## config.mk

```make
export PLATFORM = sky130hd
export DESIGN_NAME = boron_round_sequencer
export DESIGN_NICKNAME = d
export VERILOG_FILES = /design/src/rtl/boron_round_sequencer.sv
export SDC_FILE = /design/constraint.sdc
export NUM_CORES = 1
export LEC_CHECK = 0
export CAP_MARGIN = 20
export CORE_MARGIN = 8
export CORE_UTILIZATION = 35
export DETAILED_ROUTE_END_ITERATION = 16
export HOLD_SLACK_MARGIN = 0.02
export PLACE_DENSITY = 0.79
export SYNTH_ARGS = -nofsm -noshare
export SYNTH_HDL_FRONTEND = slang
export SYNTH_SLANG_ARGS = --single-unit
```

## constraint.sdc

```tcl
create_clock -name clk -period 16.15 [get_ports clk]
set_clock_uncertainty 0.2 [all_clocks]
set_input_delay 1.615 -clock clk [delete_from_list [all_inputs] [get_ports clk]]
set_output_delay 1.615 -clock clk [all_outputs]
set_load 0.005 [all_outputs]
```

## src/rtl/boron_round_sequencer.sv

```systemverilog
// Iterative round controller for the Boron 64-bit block datapath: one block in,
// ROUNDS passes through the external round function, key whitening, one block out.
module boron_round_sequencer #(
  parameter int ROUNDS = 25,
  parameter int BLK_W  = 64,
  parameter int IDX_W  = 5
) (
  input  logic             clk,
  input  logic             rst,
  input  logic             in_valid,
  output logic             in_ready,
  input  logic [BLK_W-1:0] in_data,
  output logic             rk_req,
  output logic [IDX_W-1:0] rk_idx,
  input  logic             rk_valid,
  input  logic [BLK_W-1:0] rk_data,
  output logic [BLK_W-1:0] rf_state,
  output logic [BLK_W-1:0] rf_key,
  input  logic [BLK_W-1:0] rf_result,
  output logic             out_valid,
  input  logic             out_ready,
  output logic [BLK_W-1:0] out_data,
  output logic             busy,
  output logic [IDX_W-1:0] round_cnt
);

  typedef enum logic [1:0] {IDLE, KEY, ROUND, DONE} state_t;

  localparam logic [IDX_W-1:0] LAST_IDX = IDX_W'(ROUNDS);

  state_t           state;
  logic [BLK_W-1:0] state_reg;
  logic [BLK_W-1:0] key_reg;
  logic [BLK_W-1:0] out_reg;

  // Handshake outputs are registered alongside the state so they never glitch.
  always_ff @(posedge clk or posedge rst) begin
    if (rst) begin
      state     <= IDLE;
      state_reg <= '0;
      key_reg   <= '0;
      out_reg   <= '0;
      round_cnt <= '0;
      in_ready  <= 1'b1;
      out_valid <= 1'b0;
      rk_req    <= 1'b0;
      busy      <= 1'b0;
    end else begin
      case (state)
        IDLE: begin
          if (in_valid) begin
            state_reg <= in_data;
            round_cnt <= '0;
            state     <= KEY;
            in_ready  <= 1'b0;
            busy      <= 1'b1;
            rk_req    <= 1'b1;
          end
        end
        KEY: begin
          if (rk_valid) begin
            rk_req <= 1'b0;
            if (round_cnt == LAST_IDX) begin
              // Final whitening goes straight into the output register.
              out_reg   <= state_reg ^ rk_data;
              out_valid <= 1'b1;
              state     <= DONE;
            end else begin
              key_reg <= rk_data;
              state   <= ROUND;
            end
          end
        end
        ROUND: begin
          state_reg <= rf_result;
          round_cnt <= round_cnt + 1'b1;
          rk_req    <= 1'b1;
          state     <= KEY;
        end
        DONE: begin
          // in_ready rises only after the handoff edge, never on it.
          if (out_ready) begin
            round_cnt <= '0;
            out_valid <= 1'b0;
            busy      <= 1'b0;
            in_ready  <= 1'b1;
            state     <= IDLE;
          end
        end
        default: state <= IDLE;
      endcase
    end
  end

  assign rk_idx   = round_cnt;
  assign rf_state = state_reg;
  assign rf_key   = key_reg;
  assign out_data = out_reg;

endmodule
```

# Yosys cells after proc, flatten, opt, wreduce, memory -nomap -nowiden

Cells that the tools add are included.
Widths: inputs -> output; s select.

Add/subtract/negate cells: 1
Eq/ne operators: 8
Multiplexer cells: 21
Bitwise gates (word level): 2
Reduce and logical (&&, ||, !) cells: 14

Operator list:

| kind                | number |
|---|---|
| $pmux 64 s2         | 1 |
| $mux 64             | 1 |
| $xor 64x64->64      | 1 |
| $reduce_and 3->1    | 6 |
| $pmux 5 s3          | 1 |
| $mux 5              | 2 |
| $mux 1              | 8 |
| $ne 2x2->1 const B  | 4 |
| $pmux 2 s4          | 1 |
| $mux 2              | 3 |
| $pmux 1 s2          | 3 |
| $reduce_bool 2->1   | 3 |
| $reduce_bool 3->1   | 2 |
| $add 5x1->5 const B | 1 |
| $eq 5x5->1 const B  | 1 |
| $eq 2x2->1 const B  | 2 |
| $reduce_and 4->1    | 1 |
| $pmux 1 s3          | 1 |
| $eq 2x1->1 const B  | 1 |
| $logic_not 2->1     | 1 |
| $reduce_and 2->1    | 1 |
| $not 1->1           | 1 |

Register bits after elaboration: 203
Output and inout port bits: 206
Logic and storage cells: 55

# Depth between registers and ports, before layout

Gate-level depths: netlist (run 1).

Depth after elaboration: 4
Mapped depth: 7
Depth with buffers taken out: 5

# Worst setup path before layout (run 1)

OpenSTA, ideal clock, no wires.

Path kind: input -> register
Start: input port rk_valid
End: register key_reg[0], in the netlist rf_key[0]
Library setup time: 0.125 ns
Arrival: 2.417 ns
Required time: 15.825 ns
Slack: 13.407 ns
Stages: 5
Path buffers: 2
Cells stage by stage: nand3b_4 > nor2b_4 > buf_8 > buf_12 > mux2_4

Cells in the longest elaborated chain, start to end: 1

Ends and longest elaborated chain:

| element                    | RTL line | RTL |
|---|---|---|
| start, declared            | 15       | `input logic rk_valid,` |
| $reduce_and 3->1 (no line) | -        |  |
| end signal, assigned       | 69       | `key_reg <= rk_data;` |
| end, declared              | 33       | `logic [BLK_W-1:0] key_reg;` |

Every way passes these cells.
A chain may end at the register's enable or synchronous reset.

# Final worst setup path (run 1)

Start: input port rk_valid
End: register key_reg[60], in the netlist rf_key[60]

Same word-level chain as after synthesis.

==> results.env, run 1 <==
VIAS_IN_THE_FIRST_GLOBAL_ROUTE=7554
POST-ROUTE-MIN-PERIOD_PS=4200
POST_SYNTH_MAIN_AREA_CONTRIBUTORS='sky130_fd_sc_hd__dfrtp_1 (56%), sky130_fd_sc_hd__mux2_4 (9.9%), sky130_fd_sc_hd__xor2_1 (6.3%)'
HOLDBUFCOUNTCTS=0
SYNTHDOMINANTAREACELLTYPE='sky130_fd_sc_hd__dfrtp_1'
DIE_AREA_UM2=31300
CLOCK_INSERTION_DELAY_WORST_SKEW_PS=510
FIN_WS_PS=11950
MET2ROUTEDLENGTH_UM=15000
LAYOUT-DRIVE-GT1-SHARE=0.145
FILL_CELLS=2200
AREAGROWTHSYNTHTOFINISH_PCT=53.4
WORST_R2R_STARTPOINT='rk_idx[1]'
CLOCK_H_TREE_LEVELS=1
SYNTH_TOP_CELL_AREA_SHARE=0.557
WORST_R2R_PATH_DEPTH=6
INITIALDRTVIOLATIONCOUNT=362
TOP_LAYER_USED='met4'
R2R_END='rf_key[60]'
POST_CTS.RESIZED_INSTANCES=0
POWER.TOTAL_W=0.00227
DRV.MAX_CAP_VIOLATION_COUNT=0
DRV_SLEW=0
LAYOUT.NETS=1271
START_TO_END_TYPE_OF_THE_WORST_SETUP_PATH='primary input to register'
PLACE.PORT_BUFFERS=402
NUMBER_OF_WARNINGS_REPORTED_IN_THE_YOSYS_SYNTHESIS_LOG=0
POSTLAYOUTCELLAREA_UM2=13900
CRITICAL_PATH.STARTPOINT_TYPE='primary input'
REMAINING_DRC_ERRORS=0
REPORT.FINAL.HOLD_VIOL_COUNT=0
GLOBALROUTEOVERFLOWTOTAL=0
TIMING.SETUP.TNS_PS=0
YS_TYPES=35
POWER_LEAKAGE_nW=6.16
HOLD_PATH_END='out_data[7]'
FP.DIEH_UM=177
CLOCK-ROOT-BUFFER='sky130_fd_sc_hd__clkbuf_16'
GROUTE.USAGE.OVERALL=0.185
CELLPOWERDENSITY_nW_PER_UM2=163
ROUTE.DETAILED.VIAS_PER_INST=4.98
SYNTH_TOP_FLOP_CELL='sky130_fd_sc_hd__dfrtp_1'
CTS.PATH.MAX_BUFFERS=3
GRT_SETUP_UNREPAIRED='false'
WORST_HOLD_PATH.NUM_CELLS=1
POST_DRT_WL_PER_CELL_UM=21.3
FF_LATCH_AREA_UM2=5080
ANTENNA_CELLS_INSERTED=0
GRT_FIRST_PASS_WIRELENGTH_UM=45500
CHIPWIDTH_UM=177
MAPPED_CELL_AREA_UM2=9070
GRT_START_MAX_NET_PINS=131
DETAILED_PLACE.AREA_UM2=13200
SYNTH.FF_LATCH_COUNT=203
VDD.IR_DROP.WORST_uV=109
SLEW-LIMIT-HEADROOM=0.284
CP.REQUIRED_PS=16340
IOS=403
SYNTH_AREA_PER_CELL_UM2=13.2
CLK_TRANSITION_REPORTED_PATHS_PS=60
ANTENNA_VIOLATING_NETS_LEFT=0
ANTENNA_FOUND_INITIAL=1
REG2REG_SLACK_PS=12800
DRTPASS1ITERATIONS=5
ROWS=59
TIMING.HOLD.WORST.START='out_data[7]'
SYNTH.YOSYS.SEQ_AREA_SHARE=0.560
POST_SYNTH_MOST_FREQUENT_CELLS='sky130_fd_sc_hd__dfrtp_1 (202), sky130_fd_sc_hd__nand2_1 (67), sky130_fd_sc_hd__o21ai_0 (66)'
DP_HPWL_UM=21900
ROUTED_LENGTH_ON_MET1_UM=11600
ASYNCSETRESETFLOPFRACSYNTH=1.00
POST-CTS-SETUP-BUFFERS=0
CRITICAL_PATH_PEAK_FANOUT=40
DESIGN.CORE.AREA_UM2=25800
WORSTHOLDPATHTYPE='register to register'
MULTIINPUTGATEAREA_UM2=3600
SYNTH.MOST_COMMON_CELL='sky130_fd_sc_hd__dfrtp_1'
WIRE_LENGTH_ON_MET3_UM=2640
CTS_NUM_SINKS=203
CP_DATA_ARRIVAL_TIME_PS=4390
PLACEMENT.SETUP.WORST_SLACK_PS=11440
TIGHTESTPINTRANSITION_PS=1070
SYN_NETS=886
SYNTH-EDFF-COUNT=0
CRIT_PATH_END_KIND='register'
CTS_BUFS_INSERTED=23
OUTCOME='finished, final reports clean'
MAXCLOCKFREQUENCY_MHz=238
TIMING.FINAL.CRIT_SHARE=0.260
SETUP-VIOLATIONS-FINAL=0
FLOORPLAN.INITIALDENSITY=0.352
TRITONCTS='done'
FINALWEIGHTEDCONGESTION=0.796
NUM_VIAS=7067
POST_SYNTH_INST_COUNT=687
DETAILED_ROUTE_WL_UM=30200
[cell usage in the layout, fill, tap and decap left out, types with 3 or more instances in the layout]
cell type | netlist | layout
sky130_fd_sc_hd__o21ai_0 | 66 | 66
sky130_fd_sc_hd__mux2_4 | 60 | 60
sky130_fd_sc_hd__dfrtp_1 | 202 | 200
sky130_fd_sc_hd__clkbuf_1 | 12 | 6
sky130_fd_sc_hd__mux2_1 | 19 | 19
sky130_fd_sc_hd__clkdlybuf4s50_1 | 0 | 402
sky130_fd_sc_hd__a22oi_1 | 59 | 59
sky130_fd_sc_hd__a21oi_1 | 10 | 10
sky130_fd_sc_hd__clkbuf_16 | 0 | 23
sky130_fd_sc_hd__xor2_1 | 65 | 65
sky130_fd_sc_hd__and3b_1 | 5 | 5
sky130_fd_sc_hd__nor2b_1 | 4 | 3
sky130_fd_sc_hd__nand3_1 | 8 | 8
sky130_fd_sc_hd__inv_1 | 5 | 4
sky130_fd_sc_hd__nand2_1 | 67 | 67
sky130_fd_sc_hd__mux2_2 | 49 | 49
sky130_fd_sc_hd__clkbuf_8 | 0 | 4
sky130_fd_sc_hd__buf_4 | 6 | 7
sky130_fd_sc_hd__nor2_1 | 3 | 3
[logic make-up (layout without fill, tap and decap cells)]
family          after synthesis  count (layout)  synth area share
flops                       203             203             0.560
compound gates              142             142            0.0973
mux                         128             128             0.184
simple gates                 93              93            0.0484
xor+xnor                     65              65            0.0628
buf+inv                      54             451            0.0448
fa+ha+maj                     2               2           0.00276
[metal layers]
metal  vias to the layer above  global-route usage
li1                       3196                   -
met1                      3478               0.218
met2                       333               0.314
met3                        60              0.0561
met4                         0              0.0701
met5                         -                   0
[cell type report]
class / count / area share
well taps: 335 / 0.0301
inverters: 5 / 0.00189
clock buffers: 33 / 0.0469
multi-input cells: 430 / 0.259
repair buffers: 409 / 0.293
clock inverters: 4 / 0.00378
flip-flops and latches: 203 / 0.365
[critical path, stage by stage]
cell and delay, ps:
sky130_fd_sc_hd__clkdlybuf4s50_1 540, sky130_fd_sc_hd__nand3b_4 120, sky130_fd_sc_hd__nor2b_4 830, sky130_fd_sc_hd__buf_4 750, sky130_fd_sc_hd__mux2_2 420
[report_power, final]
group          internal [W]  total (W)  switching (W)
Sequential         0.000684   0.000828       0.000144
Clock              0.000295   0.000498       0.000203
Combinational      0.000560   0.000939       0.000378
[worst max-delay path by stage]
stage	start	end
after global routing	rk_valid	rf_key[62]
after global placement	rk_valid	rf_key[63]
after floorplan	rst	busy
after CTS	rk_valid	rf_key[60]
after detailed placement	rk_valid	rf_key[61]
final	rk_valid	rf_key[60]
[per-stage QoR]
step / utilization / hold slack [ps] / cells
finish: 0.540 / 280 / 1419
global placement: 0.513 / 264 / 1382
detailed placement: 0.513 / 272 / 1382
global route: 0.540 / 302 / 1419
floorplan: - / 274 / 687
CTS: 0.540 / 287 / 1419
Power figures use the tool's default switching activity.
==> run 2: changes to the inputs <==
--- a/config.mk
+++ b/config.mk
@@ -10,7 +10,7 @@
 export CORE_UTILIZATION = 35
 export DETAILED_ROUTE_END_ITERATION = 16
 export HOLD_SLACK_MARGIN = 0.02
-export PLACE_DENSITY = 0.79
+export PLACE_DENSITY = 0.82
 export SYNTH_ARGS = -nofsm -noshare
 export SYNTH_HDL_FRONTEND = slang
 export SYNTH_SLANG_ARGS = --single-unit
==> constraint.sdc (replaced) <==
create_clock -name clk -period 3.8 [get_ports clk]
set_clock_uncertainty 0.2 [all_clocks]
set_input_delay 0.38 -clock clk [delete_from_list [all_inputs] [get_ports clk]]
set_output_delay 0.38 -clock clk [all_outputs]
set_load 0.005 [all_outputs]
==> run 2 against run 1 <==
- utilization grew 0.51 points
- total power grew to 4.3 times the previous value
- global-route usage grew 0.31 points
- critical path depth shrank 1
- first-iteration DRC count grew 14%
==> results.env, run 2 (same netlist as run 1, synthesis figures left out) <==
CLOCK_INSERTION_DELAY_WORST_SKEW_PS=510
ROUTE.DETAILED.VIAS_PER_INST=5.01
NUM_VIAS=7181
FINALWEIGHTEDCONGESTION=0.841
TIMING.FINAL.CRIT_SHARE=0.667
CP_DATA_ARRIVAL_TIME_PS=2730
DRV_SLEW=0
TIMING.SETUP.TNS_PS=0
PLACE.PORT_BUFFERS=402
TIGHTESTPINTRANSITION_PS=1000
CP.REQUIRED_PS=3990
WORSTHOLDPATHTYPE='primary input to async pin'
FP.DIEH_UM=177
SETUP-VIOLATIONS-FINAL=0
LAYOUT-DRIVE-GT1-SHARE=0.156
TIMING.CRITICAL_PATH.BUF_INV=1
ANTENNA_FOUND_INITIAL=1
PATH_DELAY_FAMILY='flip-flops'
POWER_LEAKAGE_nW=6.23
CLK_TRANSITION_REPORTED_PATHS_PS=60
DP_HPWL_UM=22700
AREAGROWTHSYNTHTOFINISH_PCT=54.8
INITIALDRTVIOLATIONCOUNT=413
HOLDBUFCOUNTCTS=0
DRTPASS1ITERATIONS=4
FIN_WS_PS=1270
CHIPWIDTH_UM=177
LAYOUT.NETS=1281
DIE_AREA_UM2=31300
GLOBALROUTEOVERFLOWTOTAL=0
GROUTE.USAGE.OVERALL=0.188
FLOORPLAN.INITIALDENSITY=0.352
TRITONCTS='done'
IOS=403
DETAILED_PLACE.AREA_UM2=13300
DETAILED_ROUTE_WL_UM=31000
GRT_FIRST_PASS_WIRELENGTH_UM=46400
CRIT_PATH_END_KIND='register'
CRITICAL_PATH_PEAK_FANOUT=42
CRIT_PATH_TOP_DELAY_CELL='sky130_fd_sc_hd__dfrtp_2'
PLACEMENT.SETUP.WORST_SLACK_PS=1010
POWER.TOTAL_W=0.00969
POST-ROUTE-MIN-PERIOD_PS=2530
MAXCLOCKFREQUENCY_MHz=395
CTS_BUFS_INSERTED=24
VIAS_IN_THE_FIRST_GLOBAL_ROUTE=7666
POST-CTS-SETUP-BUFFERS=0
ROWS=59
CTS.PATH.MAX_BUFFERS=3
CTS_NUM_SINKS=203
POSTLAYOUTCELLAREA_UM2=14000
GRT_SETUP_UNREPAIRED='false'
FILL_CELLS=2150
CRITICAL_PATH.STARTPOINT_TYPE='register'
VDD.IR_DROP.WORST_uV=381
DRV.MAX_CAP_VIOLATION_COUNT=0
DESIGN.CORE.AREA_UM2=25800
WORST_PATH_LARGEST_CELL_DELAY_PS=750
CELLPOWERDENSITY_nW_PER_UM2=690
LAYOUT.CELLS.MOST_COMMON_LIST='sky130_fd_sc_hd__clkdlybuf4s50_1 (402), sky130_fd_sc_hd__dfrtp_1 (200), sky130_fd_sc_hd__nand2_1 (67)'
POST_CTS.RESIZED_INSTANCES=0
PATH_CELLS='nand3b_4, nor2b_4, buf_4, mux2_2'
SLEW-LIMIT-HEADROOM=0.333
CLOCK-ROOT-BUFFER='sky130_fd_sc_hd__clkbuf_16'
CLOCK_H_TREE_LEVELS=1
ANTENNA_VIOLATING_NETS_LEFT=0
LAYOUT_COMMONEST_CELL='sky130_fd_sc_hd__clkdlybuf4s50_1'
POST_DRT_WL_PER_CELL_UM=21.7
WORST_HOLD_SLACK_PS=106
OUTCOME='finished, final reports clean'
GRT_START_MAX_NET_PINS=77
REMAINING_DRC_ERRORS=0
REPORT.FINAL.HOLD_VIOL_COUNT=0
START_TO_END_TYPE_OF_THE_WORST_SETUP_PATH='register to register'
## run 2: cell type report
| cell class | instances | area, um2 | area share |
|---|---|---|---|
| clock buffer | 34 | 709 | 0.0505 |
| clock inverter | 6 | 36.3 | 0.00258 |
| tap | 335 | 419 | 0.0298 |
| timing repair buffer | 418 | 4170 | 0.297 |
| antenna | 1 | 2.50 | 0.000178 |
| sequential | 203 | 5080 | 0.362 |
| multi-input combinational | 430 | 3600 | 0.256 |
| inverter | 5 | 22.5 | 0.00160 |
## run 2: metal layers
| layer | track usage | up-vias | wire length (um) |
|---|---|---|---|
| met1 | 0.227 | 3571 | 12100 |
| met5 | 0 | - | 0 |
| met4 | 0.0690 | 0 | 967 |
| met3 | 0.0538 | 64 | 2600 |
| li1 | - | 3207 | - |
| met2 | 0.316 | 339 | 15300 |
## run 2: path summary, 6_finish.rpt
kind	start	to	cells past startpoint	slack, ps
max	state[1]	rf_key[63]	4	1270
min	rst	rf_key[22]	2	110
max reg2reg	state[1]	rf_key[63]	4	1270
min reg2reg	out_data[10]	out_data[10]	1	280
max in group asynchronous	rst	out_data[53]	4	2420
min in group clk	out_data[10]	out_data[10]	1	280
## run 2: stage by stage
| stage | cells | utilization |
|---|---|---|
| finish | 1432 | 0.545 |
| global placement | 1391 | 0.516 |
| detailed placement | 1391 | 0.516 |
| CTS | 1431 | 0.545 |
| floorplan | 687 | - |
| global route | 1431 | 0.545 |
## run 2: report_power, final
part	switching [W]	internal [W]	leakage, nW
logic	0.00147	0.00239	3.28
registers	0.000745	0.00291	2.58
clock network	0.000888	0.00129	0.374
==> run 3: changes to the inputs <==
==> constraint.sdc (replaced) <==
create_clock -name clk -period 2.1 [get_ports clk]
set_clock_uncertainty 0.2 [all_clocks]
set_input_delay 0.21 -clock clk [delete_from_list [all_inputs] [get_ports clk]]
set_output_delay 0.21 -clock clk [all_outputs]
set_load 0.005 [all_outputs]
==> run 3 against run 2 <==
- register-to-register slack got worse by 1200 ps
- hold slack improved by 50 ps
- critical path type is now register to output port
- global-route usage is 0.26 points higher
- largest power group unchanged
- critical path depth decreased by 2
- final cell count grew 1.6%
- sequential cell count is the same
==> results.env, run 3 (same netlist as run 1, synthesis figures left out) <==
DRV_SLEW=0
DESIGN.CORE.AREA_UM2=25800
CLOCK_POWER_SHARE=0.219
GLOBALROUTEOVERFLOWTOTAL=0
POST-ROUTE-MIN-PERIOD_PS=2010
SLEW-LIMIT-HEADROOM=0.728
REG2REG_SLACK_PS=100
VDD.IR_DROP.WORST_uV=803
CLOCK_H_TREE_LEVELS=1
IOS=403
POSTLAYOUTCELLAREA_UM2=14500
DRV.MAX_CAP_VIOLATION_COUNT=0
GRT_START_MAX_NET_PINS=81
FF_LATCH_AREA_UM2=5080
GRT_SETUP_UNREPAIRED='false'
ANTENNA_FOUND_INITIAL=1
LAYOUT.CELLS.MOST_COMMON_LIST='sky130_fd_sc_hd__clkdlybuf4s50_1 (402), sky130_fd_sc_hd__dfrtp_1 (200), sky130_fd_sc_hd__nand2_1 (67)'
START_TO_END_TYPE_OF_THE_WORST_SETUP_PATH='register to output port'
TIMING.SETUP.TNS_PS=0
PLACE.PORT_BUFFERS=402
CHIPWIDTH_UM=177
CTS.PATH.MAX_BUFFERS=3
DIE_AREA_UM2=31300
NUM_VIAS=7178
FILL_CELLS=2126
WORST_HOLD_SLACK_PS=156
WORST_PATH_LARGEST_CELL_DELAY_PS=540
LAYOUT_COMMONEST_CELL='sky130_fd_sc_hd__clkdlybuf4s50_1'
NETSWITCHINGFRACTION=0.318
FINALWEIGHTEDCONGESTION=0.865
LAYOUT.NETS=1304
DP_HPWL_UM=23100
VIAS_IN_THE_FIRST_GLOBAL_ROUTE=8024
HOLD_PATH_END='rf_state[61]'
MAXCLOCKFREQUENCY_MHz=499
ROUTE.DETAILED.VIAS_PER_INST=4.93
CTS_BUFS_INSERTED=23
GROUTE.USAGE.OVERALL=0.191
CELLPOWERDENSITY_nW_PER_UM2=1240
TIGHTESTPINTRANSITION_PS=408
LAYOUT-DRIVE-GT1-SHARE=0.171
GRT_FIRST_PASS_WIRELENGTH_UM=47300
CLK_TRANSITION_REPORTED_PATHS_PS=60
ROWS=59
DETAILED_ROUTE_WL_UM=31900
WORSTHOLDPATHTYPE='primary input to register'
CTS_NUM_SINKS=203
PWR-SHARE-COMB=0.425
REPORT.FINAL.HOLD_VIOL_COUNT=0
CRIT_PATH_END_KIND='output port'
PATH_CELLS='buf_4, clkdlybuf4s50_1'
FLOORPLAN.INITIALDENSITY=0.352
POWER.INTERNAL_W=0.0122
TIMING.HOLD.WORST.START='rf_result[61]'
MULTIINPUTGATEAREA_UM2=3610
CP_DATA_ARRIVAL_TIME_PS=1600
FP.DIEH_UM=177
SETUP-VIOLATIONS-FINAL=0
AREAGROWTHSYNTHTOFINISH_PCT=59.3
TIMING.CRITICAL_PATH.BUF_INV=2
P_SWITCHING_W=0.00569
CRIT_PATH_TOP_DELAY_CELL='sky130_fd_sc_hd__clkdlybuf4s50_1'
WORST_R2R_STARTPOINT='rk_idx[1]'
WORST_HOLD_PATH.NUM_CELLS=3
SHARE_SEQ_OF_TOTAL_POWER=0.356
DETAILED_PLACE.AREA_UM2=13500
WORST_R2R_PATH_DEPTH=7
ANTENNA_VIOLATING_NETS_LEFT=0
DRTPASS1ITERATIONS=4
CP.REQUIRED_PS=1690
TRITONCTS='done'
CLOCK_INSERTION_DELAY_WORST_SKEW_PS=500
REMAINING_DRC_ERRORS=0
PATH_DELAY_FAMILY='buffers and inverters'
OUTCOME='finished, final reports clean'
CRITICAL_PATH.STARTPOINT_TYPE='register'
POWER_LEAKAGE_nW=6.42
R2R_END='out_data[55]'
TIMING.FINAL.CRIT_SHARE=0.955
CLOCK-ROOT-BUFFER='sky130_fd_sc_hd__clkbuf_16'
POST_DRT_WL_PER_CELL_UM=21.9
INITIALDRTVIOLATIONCOUNT=329
CRITICAL_PATH_PEAK_FANOUT=4
==> run 3: cell count changes in the layout (fill, tap and decap cells not counted), sizes merged <==
cell / change
buf: +19
bufinv: +2
clkbuf: +2
clkinv: -1
clkinvlp: +1
dlygate4sd3: +1
inv: -1
==> run 3: how the worst max path moves through the flow <==
stage	start	to	slack (ps)	cells after the start
CTS	rf_state[54]	rf_state[54]	30	1
floorplan	rst	busy	-940	1
detailed placement	rk_valid	rf_key[62]	50	5
global placement	rk_valid	rf_key[63]	90	5
global route	rk_idx[1]	out_data[55]	4	7
finish	rk_idx[4]	round_cnt[4]	90	2
==> run 3: per-layer routing <==
layer / vias up / wire length, um / global-route usage
li1: 3247 / - / -
met4: 0 / 709 / 0.0578
met3: 47 / 2530 / 0.0512
met5: - / 0 / 0
met2: 311 / 16200 / 0.334
met1: 3573 / 12400 / 0.225
==> run 3: layout make-up <==
| type | instances | share of cell area |
|---|---|---|
| Timing Repair Buffer | 442 | 0.317 |
| Tap cell | 335 | 0.0290 |
| Sequential cell | 203 | 0.352 |
| Clock buffer | 32 | 0.0442 |
| Antenna cell | 1 | 0.000173 |
| Clock inverter | 7 | 0.00606 |
| Inverter | 5 | 0.00156 |
| Multi-Input combinational cell | 430 | 0.250 |
==> run 3: power by group through the flow <==
| stage | Combinational [W] | Clock (W) | Sequential (W) |
|---|---|---|---|
| finish | 0.00762 | 0.00392 | 0.00638 |
| global route | 0.00821 | 0.00419 | 0.00654 |
| detailed placement | 0.00753 | 0 | 0.00641 |
| global placement | 0.00731 | 0 | 0.00636 |
| floorplan | 0.00330 | 0 | 0.00632 |
| CTS | 0.00756 | 0.00403 | 0.00638 |
==> run 3: what timing repair did <==
item                                    in CTS  in global routing
hold endpoints to repair                     8                  0
hold buffers                                 1                  0
setup buffers                                0                  5
endpoints found under the setup margin       0                 93
resized for setup                            0                  1
==> run 3: through the flow <==
step                setup WS, ps  power, W  utilization  std cells
floorplan                   -939   0.00962            -        687
CTS                         33.3    0.0180        0.554       1445
global placement            87.2    0.0137        0.526       1405
finish                      94.4    0.0179        0.561       1455
detailed placement          53.0    0.0139        0.526       1405
global route                4.19    0.0189        0.561       1454
==> run 3: worst min-delay path: stages <==
cell and delay, ps:
sky130_fd_sc_hd__clkdlybuf4s50_1 400, sky130_fd_sc_hd__a21oi_1 130, sky130_fd_sc_hd__o21ai_0 80
